==> config.mk <==
export PLATFORM = sky130hd
export DESIGN_NAME = apb_master
export DESIGN_NICKNAME = d
export VERILOG_FILES = /design/src/rtl/apb_pkg.sv /design/src/rtl/apb_master.sv
export SDC_FILE = /design/constraint.sdc
export NUM_CORES = 1
export LEC_CHECK = 0
export CAP_MARGIN = 20
export CORE_MARGIN = 2
export CORE_UTILIZATION = 43
export CTS_BUF_LIST = sky130_fd_sc_hd__clkbuf_2
export CTS_CLUSTER_DIAMETER = 80
export DETAILED_ROUTE_END_ITERATION = 12
export PLACE_DENSITY_LB_ADDON = 0.05
export SLEW_MARGIN = 20
export SYNTH_ARGS = -nofsm -noshare
export SYNTH_HDL_FRONTEND = slang
export SYNTH_SLANG_ARGS = --single-unit
==> constraint.sdc <==
create_clock -name PCLK -period 3.5 [get_ports PCLK]
set_clock_uncertainty 0.2 [all_clocks]
set_input_delay 0.7 -clock PCLK [delete_from_list [all_inputs] [get_ports PCLK]]
set_output_delay 0.7 -clock PCLK [all_outputs]
set_load 0.02 [all_outputs]
==> src/rtl/apb_pkg.sv <==
// Shared types for the APB requester: FSM states, the captured response and
// strobe-width helpers. The response struct fixes the data width used by apb_master.
package apb_pkg;

    localparam int unsigned APB_ADDR_WIDTH = 4;
    localparam int unsigned APB_DATA_WIDTH = 32;

    function automatic int unsigned strb_width(input int unsigned data_width);
        return data_width / 8;
    endfunction

    localparam int unsigned APB_STRB_WIDTH = strb_width(APB_DATA_WIDTH);

    typedef enum logic [1:0] {
        IDLE   = 2'd0,
        SETUP  = 2'd1,
        ACCESS = 2'd2,
        RESP   = 2'd3
    } apb_state_e;

    typedef struct packed {
        logic [APB_DATA_WIDTH-1:0] rdata;
        logic                      err;
        logic                      timeout;
    } apb_rsp_t;

endpackage

==> src/rtl/apb_master.sv <==
// Single-outstanding APB requester: valid/ready command in, SETUP/ACCESS transfer
// on the bus, registered response out, with an optional PREADY wait-state timeout.
module apb_master
    import apb_pkg::*;
#(
    parameter int unsigned ADDR_WIDTH = APB_ADDR_WIDTH,
    parameter int unsigned DATA_WIDTH = APB_DATA_WIDTH,
    parameter int unsigned TIMEOUT    = 16
) (
    input  logic                            PCLK,
    input  logic                            PRESET,
    input  logic                            cmd_valid,
    output logic                            cmd_ready,
    input  logic                            cmd_write,
    input  logic [ADDR_WIDTH-1:0]           cmd_addr,
    input  logic [DATA_WIDTH-1:0]           cmd_wdata,
    input  logic [strb_width(DATA_WIDTH)-1:0] cmd_strb,
    output logic                            rsp_valid,
    input  logic                            rsp_ready,
    output logic [DATA_WIDTH-1:0]           rsp_rdata,
    output logic                            rsp_err,
    output logic                            rsp_timeout,
    output logic                            PSEL,
    output logic                            PENABLE,
    output logic                            PWRITE,
    output logic [ADDR_WIDTH-1:0]           PADDR,
    output logic [strb_width(DATA_WIDTH)-1:0] PSTRB,
    output logic [DATA_WIDTH-1:0]           PWDATA,
    input  logic [DATA_WIDTH-1:0]           PRDATA,
    input  logic                            PREADY,
    input  logic                            PSLVERR
);

    localparam int unsigned STRB_WIDTH = strb_width(DATA_WIDTH);
    localparam int unsigned CNT_WIDTH  = (TIMEOUT < 3) ? 1 : $clog2(TIMEOUT);
    localparam bit          TIMEOUT_EN = (TIMEOUT != 0);
    localparam logic [CNT_WIDTH-1:0] CNT_LAST = CNT_WIDTH'((TIMEOUT == 0) ? 0 : TIMEOUT - 1);

    apb_state_e             state_q, state_d;
    logic [ADDR_WIDTH-1:0]  paddr_q, paddr_d;
    logic [DATA_WIDTH-1:0]  pwdata_q, pwdata_d;
    logic [STRB_WIDTH-1:0]  pstrb_q, pstrb_d;
    logic                   pwrite_q, pwrite_d;
    logic                   psel_q, psel_d;
    logic                   penable_q, penable_d;
    logic                   rsp_valid_q, rsp_valid_d;
    apb_rsp_t               rsp_q, rsp_d;
    logic [CNT_WIDTH-1:0]   wait_cnt_q, wait_cnt_d;

    // NOTE: every variable gets its hold value first so no path leaves one unassigned (no latches).
    always_comb begin
        state_d    = state_q;
        paddr_d    = paddr_q;
        pwdata_d   = pwdata_q;
        pstrb_d    = pstrb_q;
        pwrite_d   = pwrite_q;
        rsp_d      = rsp_q;
        wait_cnt_d = wait_cnt_q;

        unique case (state_q)
            IDLE: begin
                if (cmd_valid) begin
                    paddr_d    = cmd_addr;
                    pwdata_d   = cmd_wdata;
                    pwrite_d   = cmd_write;
                    pstrb_d    = cmd_write ? cmd_strb : '0;
                    wait_cnt_d = '0;
                    state_d    = SETUP;
                end
            end
            SETUP: state_d = ACCESS;
            ACCESS: begin
                if (PREADY) begin
                    rsp_d.rdata   = pwrite_q ? '0 : PRDATA;
                    rsp_d.err     = PSLVERR;
                    rsp_d.timeout = 1'b0;
                    state_d       = RESP;
                end else if (TIMEOUT_EN && wait_cnt_q == CNT_LAST) begin
                    rsp_d.rdata   = '0;
                    rsp_d.err     = 1'b1;
                    rsp_d.timeout = 1'b1;
                    state_d       = RESP;
                end else if (wait_cnt_q != '1) begin
                    wait_cnt_d = wait_cnt_q + CNT_WIDTH'(1);
                end
            end
            RESP: begin
                if (rsp_ready) state_d = IDLE;
            end
            default: state_d = IDLE;
        endcase

        // Bus controls are registered from the next state so they never glitch on decode.
        psel_d      = (state_d == SETUP) || (state_d == ACCESS);
        penable_d   = (state_d == ACCESS);
        rsp_valid_d = (state_d == RESP);
    end

    // NOTE: sequential state uses non-blocking assignments so all registers update together.
    // NOTE: the datapath registers are reset as well, since their reset values are visible on ports.
    always_ff @(posedge PCLK) begin
        if (PRESET) begin
            state_q     <= IDLE;
            paddr_q     <= '0;
            pwdata_q    <= '0;
            pstrb_q     <= '0;
            pwrite_q    <= 1'b0;
            psel_q      <= 1'b0;
            penable_q   <= 1'b0;
            rsp_valid_q <= 1'b0;
            rsp_q       <= '0;
            wait_cnt_q  <= '0;
        end else begin
            state_q     <= state_d;
            paddr_q     <= paddr_d;
            pwdata_q    <= pwdata_d;
            pstrb_q     <= pstrb_d;
            pwrite_q    <= pwrite_d;
            psel_q      <= psel_d;
            penable_q   <= penable_d;
            rsp_valid_q <= rsp_valid_d;
            rsp_q       <= rsp_d;
            wait_cnt_q  <= wait_cnt_d;
        end
    end

    assign cmd_ready   = (state_q == IDLE) && !PRESET;
    assign rsp_valid   = rsp_valid_q;
    assign rsp_rdata   = rsp_q.rdata;
    assign rsp_err     = rsp_q.err;
    assign rsp_timeout = rsp_q.timeout;
    assign PSEL        = psel_q;
    assign PENABLE     = penable_q;
    assign PWRITE      = pwrite_q;
    assign PADDR       = paddr_q;
    assign PSTRB       = pstrb_q;
    assign PWDATA      = pwdata_q;

endmodule

==> results by group, run 1 <==
Yosys
  • Post-Synthesis Cells: 293
  • Net Count, Synth: 374
  • YS warnings: 0
  • Syn avg cell area: 9.91 um2
  • Synthesized flop and latch total: 84
  • Count of cell types in the netlist: 35
  • Synthesized area: 2900 um2
  • Seq/Total Area, Yosys: 57.9%

Power and ir drop
  • Pwr dens: 433 nW/um2
  • Total power: 2.01 mW
  • Leakage: 1.78 nW
  • Max VDD drop: 0.251 mV

STA
  • Max Slew Vio Count: 0
  • Fmax: 351 MHz
  • Slew @ Worst Pin: 495 ps
  • Setup TNS: 0 ps
  • Tmin final: 2850 ps
  • Final setup fails: 0
  • RSZ-0062 raised after global routing: no
  • Crit share post-route: 81.4%
  • Post-route setup slack: 651 ps
  • Slew Limit Headroom: 67.0%
  • Final hold vios: 0

Global routing
  • Global-route congestion overflow total: 0
  • Largest net degree at the start of global routing: 46
  • Initial antenna violation count: 0
  • First-pass GRT wire length: 12.0 mm
  • Vias in the first global route: 2,493
  • Total GRT Usage: 20.3%

Route
  • Routed vias: 2,682
  • WL/cell: 14.6 um
  • 1st-iter DRT viols: 80
  • Vias per cell: 5.08
  • # DRC: 0
  • Routed Antenna Nets: 0
  • Router iterations before antenna repair: 4
  • Drt total wl: 7.69 mm

Worst setup path
  • Worst setup path start: state_q[1]
  • Critical Path Max Stage Delay: 650 ps
  • WP data required: 2600 ps
  • Slowest CP cell: clkdlybuf4s50_1
  • Reg-to-reg endpoint: wait_cnt_q[2]
  • CP endpoint: cmd_ready
  • Crit-path max FO: 10
  • R2R depth: 5
  • Startpoint types: register
  • Reg2Reg Setup Slack: 1580 ps
  • Crit end category: primary output
  • Crit path kind: register to primary output
  • Arr. time, crit path: 1950 ps
  • Crit-path cells: nor3_1 -> clkdlybuf4s50_1
  • FF-to-FF Start: state_q[1]

Floorplanning
  • I/O pin cnt: 158
  • Row count: 29
  • Core ar.: 6420 um2
  • Die Area: 7420 um2
  • Width of the chip: 86.2 um
  • Initial core utilization: 45.2%
  • Chip Height: 86.2 um

Status
  • Outcome: finished clean

CTS
  • Clk_lat worst skew: 500 ps
  • CTS tree: yes
  • Clk buf depth: 2
  • Post-CTS Hold Fix Bufs: 0
  • Total CTS buffers: 9
  • Root Driver: clkbuf_2
  • TritonCTS sink count: 84
  • Post-CTS setup buffer count: 0
  • Cts repair resizes: 0
  • Clk slew on worst S/H paths: 210 ps
  • H-tree Lvls: 3

Placed design
  • Placer Congestion: 0.761
  • Pre-CTS setup slack: 926 ps
  • Placed wire-length estimate: 5.34 mm
  • PortBufs: 157

Cells and area
  • Nets@finish: 527
  • Share of layout cells above drive strength 1: 6.65%
  • Area Growth Syn to Fin: 59.9%
  • # diodes: 0

Worst hold path
  • HP Class: register to register
  • Hold depth: 2
  • HP Start: PWDATA[14]

Flow run
  • # Max-Cap Violations: 0
[final cells by class]
type	instances	area, um2
Fill cell	513	1780
Sequential cell	84	1680
Timing Repair Buffer	163	1610
Multi-Input combinational cell	187	1110
Tap cell	77	96.3
Clock inverter	6	88.8
Clock buffer	10	50.0
Inverter	1	3.75
[cell usage after synthesis]
library cell / instances / area, um2
nand2_1: 74 / 278
nor2_1: 4 / 15.0
a21boi_1: 1 / 7.51
nand3b_4: 1 / 20.0
ha_1: 2 / 25.0
nand3_1: 5 / 25.0
or3_1: 2 / 12.5
nor3_2: 1 / 10.0
and3_1: 1 / 6.26
nor3b_2: 1 / 12.5
buf_2: 9 / 45.0
o21a_1: 1 / 7.51
o211a_1: 1 / 10.0
nand2b_4: 1 / 13.8
nor3_1: 2 / 10.0
and2_1: 1 / 6.26
o221a_2: 1 / 11.3
buf_6: 4 / 45.0
buf_4: 1 / 7.51
dfxtp_1: 84 / 1680
o211ai_1: 2 / 15.0
a31o_4: 1 / 17.5
a21o_1: 1 / 7.51
a21oi_1: 39 / 195
mux2i_1: 1 / 10.0
clkbuf_1: 7 / 26.3
a31oi_1: 1 / 6.26
or4_1: 1 / 7.51
nor2b_1: 2 / 12.5
or3b_1: 1 / 8.76
o31ai_1: 1 / 7.51
o31a_1: 1 / 8.76
inv_1: 1 / 3.75
a22o_1: 36 / 315
o2111a_1: 1 / 11.3
[per-layer routing]
metal	GRT usage [%]	up-vias	routed length, um	share of wire [%]
met5	0	-	0	0
met3	4.14	8	570	7.4
met1	27.6	1242	3460	45
met4	9.09	0	84	1.1
met2	31.1	100	3580	46
li1	-	1332	-	-
[per-stage QoR]
step	instance area, um2	utilization [%]	hold WS, ps	instances
2_1_floorplan	2900	-	275	293
3_3_place_gp	4500	70.1	242	512
3_5_place_dp	4500	70.1	246	512
4_1_cts	4640	72.3	269	528
5_1_grt	4640	72.3	284	528
6_report	4640	72.3	267	528
[registers in the layout, indices dropped and copies added (netlist names), 2 cells and up]
name / count
rsp_rdata: 32
PWDATA: 32
state_q: 2
PADDR: 4
PSTRB: 4
wait_cnt_q: 4
[power by group]
part / total (mW) / leakage [nW] / switching, mW / internal, mW
Combinational: 0.400 / 1.02 / 0.188 / 0.212
Sequential: 1.04 / 0.685 / 0.0323 / 1.01
Clock: 0.567 / 0.0781 / 0.328 / 0.239
[cell families (layout without fill, tap and decap cells)]
kind of cell	Yosys count	count (layout)	share of synthesized area [%]
adders and majority gates	2	2	0.862
AOI/OAI and AO/OA	87	87	21.4
and+or+nand+nor	97	97	15.1
buffers and inverters	22	180	4.40
DFF	84	84	57.9
muxes	1	1	0.345
[worst max-delay path, delay by kind of cell (launching register included)]
| kind | cells | cell delay [ps] |
|---|---|---|
| buffers and inverters | 1 | 650 |
| flip-flops | 1 | 500 |
| AND/OR/NAND/NOR | 1 | 300 |
[how the worst min path moves through the flow]
stage	slack, ps	to
after global routing	280	PWDATA[22]
after detailed placement	250	PADDR[3]
final	270	PWDATA[14]
after floorplan	270	wait_cnt_q[3]
after global placement	240	PWDATA[24]
after CTS	270	PWDATA[6]
[placed cells by master, fill, tap and decap left out, types with 2 or more instances in the layout]
cell             instances
nor2_1                   4
nor2b_1                  2
clkdlybuf4s50_1        156
clkinvlp_4               2
nand3_1                  5
o211ai_1                 2
clkbuf_2                10
nand2_1                 74
a21oi_1                 38
bufinv_16                2
a22o_1                  36
nor3_1                   2
or3_1                    2
dfxtp_1                 84
ha_1                     2
buf_4                    6
No activity file was read; power rests on OpenSTA's default activity.
==> inputs of run 2 (changes only) <==
CORE_UTILIZATION = 40   (was 43)
clock period = 3 ns   (was 3.5 ns; I/O delays follow)
==> run 2 against run 1 <==
Compared with the run above:
- routed wire length shrank 1.7%
- hold slack gained 1.6 ps
- final cell count grew 4.4%
- die area grew 7.1%
- critical path depth is the same
- critical path type unchanged
- largest cell class unchanged
- highest routed layer unchanged
==> results by group, run 2 (synthesis gave the netlist of run 1 again) <==
Status
  • Outcome: finished clean (unchanged)

Worst hold path
  • HP Start: PWDATA[11] (was PWDATA[14])
  • Worst Hold End: PWDATA[11] (was PWDATA[14])
  • HP Class: register to register (unchanged)
  • Hold depth: 2 (unchanged)

Power and ir drop
  • Pwr dens: 482 nW/um2 (was 433 nW/um2)
  • Max VDD drop: 0.228 mV (was 0.251 mV)
  • Leakage: 1.77 nW (was 1.78 nW)

Worst setup path
  • Reg-to-reg endpoint: PSEL (was wait_cnt_q[2])
  • Startpoint types: register (unchanged)
  • Arr. time, crit path: 1970 ps (was 1950 ps)
  • R2R depth: 6 (was 5)
  • Reg2Reg Setup Slack: 1170 ps (was 1580 ps)
  • FF-to-FF Start: wait_cnt_q[0] (was state_q[1])
  • Crit-path max FO: 10 (unchanged)
  • Crit end category: primary output (unchanged)
  • Crit path kind: register to primary output (unchanged)
  • WP data required: 2200 ps (was 2600 ps)

Cells and area
  • Nets@finish: 528 (was 527)
  • Share of layout cells above drive strength 1: 6.86% (was 6.65%)
  • # fillers: 620 (was 513)
  • Commonest non-fill, non-tap cells in the layout: clkdlybuf4s50_1 (156), dfxtp_1 (84), nand2_1 (74) (unchanged)
  • Multi-input logic area: 1110 um2 (unchanged)
  • Area Growth Syn to Fin: 59.9% (unchanged)
  • Register area: 1680 um2 (unchanged)
  • Most common cell after layout, fill and taps aside: clkdlybuf4s50_1 (unchanged)
  • # diodes: 0 (unchanged)

CTS
  • CTS tree: yes (unchanged)
  • Cts repair resizes: 0 (unchanged)
  • Clk_lat worst skew: 520 ps (was 500 ps)
  • Total CTS buffers: 9 (unchanged)
  • Root Driver: clkbuf_2 (unchanged)
  • Clk buf depth: 2 (unchanged)
  • TritonCTS sink count: 84 (unchanged)
  • Clk slew on worst S/H paths: 240 ps (was 210 ps)
  • Post-CTS setup buffer count: 0 (unchanged)
  • Post-CTS Hold Fix Bufs: 0 (unchanged)
  • H-tree Lvls: 3 (unchanged)

STA
  • Fmax: 360 MHz
  • Max Slew Vio Count: 0 (unchanged)
  • Final setup fails: 0 (unchanged)
  • Crit share post-route: 92.5%
  • Final hold vios: 0 (unchanged)
  • Tmin final: 2770 ps
  • Setup TNS: 0 ps (unchanged)
  • Slew Limit Headroom: 66.8% (was 67.0%)
  • RSZ-0062 raised after global routing: no (unchanged)
  • Slew @ Worst Pin: 498 ps (was 495 ps)
  • WHS: 268 ps (was 267 ps)

Route
  • Routed Antenna Nets: 0 (unchanged)
  • Vias per cell: 4.73 (was 5.08)
  • Router iterations before antenna repair: 4 (unchanged)
  • Drt total wl: 7.56 mm (was 7.69 mm)
  • # DRC: 0 (unchanged)
  • 1st-iter DRT viols: 102 (was 80)
  • Routed vias: 2,604 (was 2,682)
  • WL/cell: 13.7 um (was 14.6 um)

Global routing
  • Largest net degree at the start of global routing: 46 (unchanged)
  • First-pass GRT wire length: 11.4 mm (was 12.0 mm)
  • Total GRT Usage: 18.5% (was 20.3%)
  • Global-route congestion overflow total: 0 (unchanged)
  • Vias in the first global route: 2,347 (was 2,493)
  • Initial antenna violation count: 0 (unchanged)

Floorplanning
  • Row count: 31 (was 29)
  • Width of the chip: 89.2 um (was 86.2 um)
  • Core ar.: 7140 um2 (was 6420 um2)
  • Chip Height: 89.2 um (was 86.2 um)
  • Initial core utilization: 40.7% (was 45.2%)
  • I/O pin cnt: 158 (unchanged)
  • Die Area: 7950 um2 (was 7420 um2)

Placed design
  • PortBufs: 157 (unchanged)
  • Placer Congestion: 0.758 (was 0.761)
  • Placed wire-length estimate: 5.30 mm (was 5.34 mm)

Flow run
  • # Max-Cap Violations: 0 (unchanged)
run 2: cell count changes in the layout (fill, tap and decap cells not counted), sizes merged:
cell,change
inv,+4
bufinv,-2
buf,+1
clkbuf,-1
clkinvlp,-1
run 2: worst max path at each step:
stage               depth (start not counted)        from  slack, ps   endpoint
finish                                      2  state_q[1]        230  cmd_ready
global route                                2  state_q[1]         40  cmd_ready
CTS                                         2  state_q[1]        180  cmd_ready
detailed placement                          6      PREADY        640       PSEL
global placement                            3      PRESET        660  cmd_ready
floorplan                                   2      PRESET        920  cmd_ready
run 2: per-stage QoR:
stage | setup slack [ps] | cell area, um2 | util, % | std cells | power (mW)
2_1_floorplan | 916 | 2900 | - | 293 | 1.46
3_3_place_gp | 662 | 4540 | 63.6 | 535 | 1.70
6_report | 225 | 4640 | 65.0 | 551 | 2.24
4_1_cts | 180 | 4640 | 65.0 | 551 | 2.26
3_5_place_dp | 644 | 4540 | 63.6 | 535 | 1.71
5_1_grt | 40.9 | 4640 | 65.0 | 551 | 2.35
run 2: final cells by class:
cell class,instances,area share (%)
clock buffer,9,0.970
clock inverter,7,1.27
inverter,1,0.0809
multi-input combinational,187,23.9
sequential,84,36.2
tap,99,2.67
timing repair buffer,164,34.9
run 2: critical path, stage by stage, from the launching register on:
cell and delay (ps):
dfxtp_1 510, nor3_1 300, clkdlybuf4s50_1 660
run 2: where the power goes:
group | switching (mW) | internal [mW] | total [mW]
Combinational | 0.217 | 0.250 | 0.466
Clock | 0.428 | 0.125 | 0.553
Sequential | 0.0375 | 1.18 | 1.22
run 2: layer usage:
layer | global-route usage [%] | wire, um | up-vias
li1 | - | - | 1334
met1 | 25.8 | 3580 | 1172
met2 | 26.9 | 3350 | 86
met3 | 4.71 | 497 | 12
met4 | 8.55 | 129 | 0
met5 | 0 | 0 | -
